==> config.mk <==
export PLATFORM = sky130hd
export DESIGN_NAME = stream_fifo_flat
export DESIGN_NICKNAME = d
export VERILOG_FILES = /design/src/rtl/stream_fifo_if.sv /design/src/rtl/stream_fifo.sv /design/src/flat_wrapper.sv
export SDC_FILE = /design/constraint.sdc
export NUM_CORES = 1
export LEC_CHECK = 0
export ABC_AREA = 1
export CAP_MARGIN = 20
export CORE_UTILIZATION = 40
export CTS_CLUSTER_DIAMETER = 80
export DETAILED_ROUTE_END_ITERATION = 10
export GPL_TIMING_DRIVEN = 0
export PLACE_DENSITY_LB_ADDON = 0.12
export SLEW_MARGIN = 15
export SYNTH_ARGS = -nofsm -noshare
export SYNTH_HDL_FRONTEND = slang
export SYNTH_SLANG_ARGS = --single-unit
==> constraint.sdc <==
create_clock -name clk_in -period 2.1 [get_ports clk_in]
set_input_delay 0.42 -clock clk_in [delete_from_list [all_inputs] [get_ports clk_in]]
set_output_delay 0.42 -clock clk_in [all_outputs]
set_load 0.02 [all_outputs]
==> src/rtl/stream_fifo_if.sv <==
// Stream FIFO handshake bundle: upstream write side, downstream read side and status flags.
// A word transfers on any rising edge where its valid and ready are both 1; valid never waits on ready.
interface stream_fifo_if #(
  parameter int DATA_WIDTH = 8
);
  logic [DATA_WIDTH-1:0] data_in;
  logic                  valid_in;
  logic                  ready_out;
  logic [DATA_WIDTH-1:0] data_out;
  logic                  valid_out;
  logic                  ready_in;
  logic                  full_out;
  logic                  empty_out;

  modport slave (
    input  data_in, valid_in, ready_in,
    output ready_out, data_out, valid_out, full_out, empty_out
  );

  modport master (
    output data_in, valid_in, ready_in,
    input  ready_out, data_out, valid_out, full_out, empty_out
  );
endinterface

==> src/rtl/stream_fifo.sv <==
// First-word-fall-through stream FIFO of DEPTH words (any DEPTH >= 2).
// Define STREAM_FIFO_LEVEL_EN to add the level_out occupancy port.
module stream_fifo #(
  parameter int DEPTH      = 4,
  parameter int DATA_WIDTH = 8
) (
  input  logic                       clk_in,
  input  logic                       rst_in,
  stream_fifo_if.slave               bus
`ifdef STREAM_FIFO_LEVEL_EN
  ,
  output logic [$clog2(DEPTH+1)-1:0] level_out
`endif
);

  localparam int CNT_W = $clog2(DEPTH + 1);
  localparam int PTR_W = $clog2(DEPTH);

  logic [PTR_W-1:0]      wr_ptr_q, wr_ptr_d;
  logic [PTR_W-1:0]      rd_ptr_q, rd_ptr_d;
  logic [CNT_W-1:0]      count_q, count_d;
  logic [DATA_WIDTH-1:0] mem_q [DEPTH];
  logic [DATA_WIDTH-1:0] mem_d [DEPTH];

  logic full, empty, ready, valid, push, pop;

  // Pointers wrap explicitly so DEPTH need not be a power of two.
  function automatic logic [PTR_W-1:0] ptr_inc(input logic [PTR_W-1:0] p);
    return (p == PTR_W'(DEPTH - 1)) ? '0 : p + 1'b1;
  endfunction

  always_comb begin
    full  = (count_q == CNT_W'(DEPTH));
    empty = (count_q == '0);
    // ready depends only on stored occupancy and reset, never on ready_in.
    ready = !rst_in && !full;
    valid = !empty;
    push  = bus.valid_in && ready;
    pop   = valid && bus.ready_in;

    wr_ptr_d = wr_ptr_q;
    rd_ptr_d = rd_ptr_q;
    count_d  = count_q;
    mem_d    = mem_q;

    if (push) begin
      wr_ptr_d        = ptr_inc(wr_ptr_q);
      mem_d[wr_ptr_q] = bus.data_in;
    end
    if (pop) begin
      rd_ptr_d = ptr_inc(rd_ptr_q);
    end

    unique case ({push, pop})
      2'b10:   count_d = count_q + 1'b1;
      2'b01:   count_d = count_q - 1'b1;
      default: count_d = count_q;
    endcase
  end

  always_ff @(posedge clk_in or posedge rst_in) begin
    if (rst_in) begin
      wr_ptr_q <= '0;
      rd_ptr_q <= '0;
      count_q  <= '0;
    end else begin
      wr_ptr_q <= wr_ptr_d;
      rd_ptr_q <= rd_ptr_d;
      count_q  <= count_d;
    end
  end

  // Storage is left uncleared by reset; count=0 already hides stale words.
  always_ff @(posedge clk_in) begin
    mem_q <= mem_d;
  end

  assign bus.ready_out = ready;
  assign bus.valid_out = valid;
  assign bus.full_out  = full;
  assign bus.empty_out = empty;
  assign bus.data_out  = valid ? mem_q[rd_ptr_q] : '0;

`ifdef STREAM_FIFO_LEVEL_EN
  assign level_out = count_q;
`endif

endmodule
==> src/flat_wrapper.sv <==
// flat-port wrapper written by rule: the top's interface ports become plain ports
module stream_fifo_flat 
#(
  parameter int DEPTH      = 4,
  parameter int DATA_WIDTH = 8
)
  (clk_in, rst_in, bus_data_in, bus_valid_in, bus_ready_in, bus_ready_out, bus_data_out, bus_valid_out, bus_full_out, bus_empty_out);
  stream_fifo_if #(.DATA_WIDTH(DATA_WIDTH)) bus_i ();
  input  logic clk_in;
  input  logic rst_in;
  input wire logic [$bits(bus_i.data_in)-1:0] bus_data_in;
  input wire logic [$bits(bus_i.valid_in)-1:0] bus_valid_in;
  input wire logic [$bits(bus_i.ready_in)-1:0] bus_ready_in;
  output wire logic [$bits(bus_i.ready_out)-1:0] bus_ready_out;
  output wire logic [$bits(bus_i.data_out)-1:0] bus_data_out;
  output wire logic [$bits(bus_i.valid_out)-1:0] bus_valid_out;
  output wire logic [$bits(bus_i.full_out)-1:0] bus_full_out;
  output wire logic [$bits(bus_i.empty_out)-1:0] bus_empty_out;
  assign bus_i.data_in = bus_data_in;
  assign bus_i.valid_in = bus_valid_in;
  assign bus_i.ready_in = bus_ready_in;
  assign bus_ready_out = bus_i.ready_out;
  assign bus_data_out = bus_i.data_out;
  assign bus_valid_out = bus_i.valid_out;
  assign bus_full_out = bus_i.full_out;
  assign bus_empty_out = bus_i.empty_out;
  stream_fifo #(.DEPTH(DEPTH), .DATA_WIDTH(DATA_WIDTH)) u_core (.clk_in(clk_in), .rst_in(rst_in), .bus(bus_i));
endmodule
==> results.ini <==
[status]
status = complete, no violations

[sta]
post-route-min-period_ns = 1.932
setup_viol = 0
slew_headroom_pct = 64.26
hold_viol = 0
tightest_slew_ns = 0.5355
hold_ws_ns = 0.2070
fin_skew_ns = 0.009909
fin_crit_sh_pct = 91.99
maxSlewViolCount = 0
max_clock_freq_mhz = 517.7
fin_setup_tns_ns = 0
rsz0062_at_grt = false

[placed_design]
dp_hpwl_um = 2630
placed_area_sq_um = 2267
gp_congestion = 0.7911
io_buffer_count = 23

[critical_path]
arrival_ns = 1.51
end_kind = output port
worstReg2RegStart = u_core.count_q[0]$_DFFE_PP0P_
path_class = reg -> out
rr_worst_depth = 10
critPathCapture = bus_data_out[7]
crit_start = u_core.rd_ptr_q[0]$_DFFE_PP0P_
required_ns = 1.68
r2r_slack_ns = 0.21
worst-path-max-fanout = 10
cp-start-kind = flop
r2r_end = u_core.count_q[2]$_DFFE_PP0P_

[power]
p_total_mw = 3.282
power_density_nw_per_um2 = 1370
p_leak_nw = 1.096
vdd_drop_max_mv = 0.6004

[layout]
final_util_pct = 50.73
area_growth_pct = 22.68
final_common_cell = inv_1
nets = 237
design_area_sq_um = 2396
diodes = 0
layout_common_cells = inv_1 (42), nand2_1 (36), edfxtp_1 (32)
drive_gt1_share_pct = 27.85

[global_routing]
grt_usage_pct = 16.59
grt_pass1_vias = 1329
grt_antenna_before_repair = 0
grt_pass1_wl_um = 6196
grt.met1_usage_pct = 17.85
use_met3_pct = 4.641
grt_busiest_layer = met2
grt_use_met2_pct = 31.03
grt_max_degree = 13
gr-total-overflow = 0

[clocking]
root_buffer = clkbuf_8
cts_hold_buf = 0
cts_buffers = 5
cts_tree = done
clock_tree.buffer_depth = 2
htree_num_levels = 2
clock-sinks = 39
path_clk_slew_ns = 0.08
clock_latency_ns = 0.29

[synthesis]
yosysUniqueCellTypes = 21
ys_ff_latch = 39
syn_area_per_cell_sq_um = 10.44
ys.flop_type = edfxtp_1
synth_top_cell_by_area = edfxtp_1
ys_warn_count = 0
synth_edf_count = 32
synth.net_count = 206
seq_area_frac_synth_pct = 58.17
synthCells = 187
synthArstFlopShare_pct = 17.95
syn_area_sq_um = 1953
netlist.area_leader.share_pct = 49.20
synth_area_leaders = edfxtp_1 (49%), dfrtp_1 (9.0%), inv_1 (8.3%), nand2_1 (6.9%), nand3_2 (5.6%)

[die]
die_area_sq_um = 5166
rows = 25
ioPinCount = 24
fp.coreArea_sq_um = 4723
initial_utilization_pct = 41.35
die_w_um = 71.88
die_h_um = 71.88

[route]
dr_total_vias = 1273
ant_nets = 0
wl_per_cell_um = 12.94
drtIter0Drc = 53
wirelength_um = 3700
dr.pass1.iters = 4
route.detailed.drc = 0
viasPerCell = 4.451

[min_path]
hp-class = in -> async

[job]
cap_viol_max_count = 0

-- synth_stat cells, types with 2 or more instances --
cell type / instances
a21oi_2: 8
buf_6: 2
dfrtp_1: 7
edfxtp_1: 32
ha_1: 6
inv_1: 43
inv_2: 6
nand2_1: 36
nand2_2: 10
nand3_1: 9
nand3_2: 11
nand4_1: 3
nor2_1: 6
-- worst max-delay path, stage by stage, from the launching register on --
cell      delay, ns
dfrtp_1        0.37
buf_6          0.17
inv_4          0.07
buf_8          0.15
nand2_2        0.06
nand3_2        0.06
a21oi_2        0.14
clkbuf_2       0.18
-- per-layer routing --
metal,vias up,wire length [um]
met2,23,2014
met5,-,0
met3,7,112
li1,647,-
met4,0,64
met1,596,1509
-- cell type report --
class	count	area, sq um
clock buffers	6	72.57
fillers	451	2327
well taps	67	83.83
clock inverters	2	60.06
repair buffers	24	200.2
plain buffers	4	42.54
flip-flops and latches	39	1136
inverters	50	198.9
multi-input cells	94	601.8
-- flip-flops by register name (all words and copies together), names as in the netlist --
signal	count
u_core.count_q	3
u_core.rd_ptr_q	2
u_core.mem_q	32
u_core.wr_ptr_q	2
-- what timing repair did --
action	CTS	global route
gates cloned	0	0
gates resized for setup	20	16
endpoints found under the setup margin	43	10
buffers inserted	1	0
-- how the worst min path moves through the flow --
stage          slack [ns]                           from  cells past startpoint                        endpoint
2_1_floorplan        0.26                         rst_in                      1   u_core.count_q[0]$_DFFE_PP0P_
3_3_place_gp         0.47  u_core.count_q[0]$_DFFE_PP0P_                      1   u_core.count_q[0]$_DFFE_PP0P_
3_5_place_dp         0.49  u_core.count_q[0]$_DFFE_PP0P_                      1   u_core.count_q[0]$_DFFE_PP0P_
4_1_cts              0.50  u_core.count_q[0]$_DFFE_PP0P_                      1   u_core.count_q[0]$_DFFE_PP0P_
5_1_grt              0.22                         rst_in                      3  u_core.wr_ptr_q[0]$_DFFE_PP0P_
6_report             0.21                         rst_in                      3   u_core.count_q[0]$_DFFE_PP0P_
-- through the flow --
step / cells / setup slack, ns
6_report: 286 / 0.1683
5_1_grt: 286 / 0.05947
4_1_cts: 286 / 0.01148
3_5_place_dp: 277 / -0.4810
3_3_place_gp: 277 / -0.3668
2_1_floorplan: 187 / 0.3809
-- logic make-up (layout without fill, tap and decap cells) --
logic type,Yosys count,after routing,synth area share (%)
AND/OR/NAND/NOR,76,76,20.50
buffers and inverters,54,86,11.91
flip-flops,39,39,58.17
AO/OA/AOI/OAI,10,10,4.100
adder cells (fa/ha/maj),7,7,4.869
XOR/XNOR,1,1,0.4485
-- power breakdown --
group / internal [mW] / switching [mW]
Combinational: 0.543 / 0.965
Clock: 0.475 / 0.254
Sequential: 0.973 / 0.0718
Power figures use the tool's default switching activity.
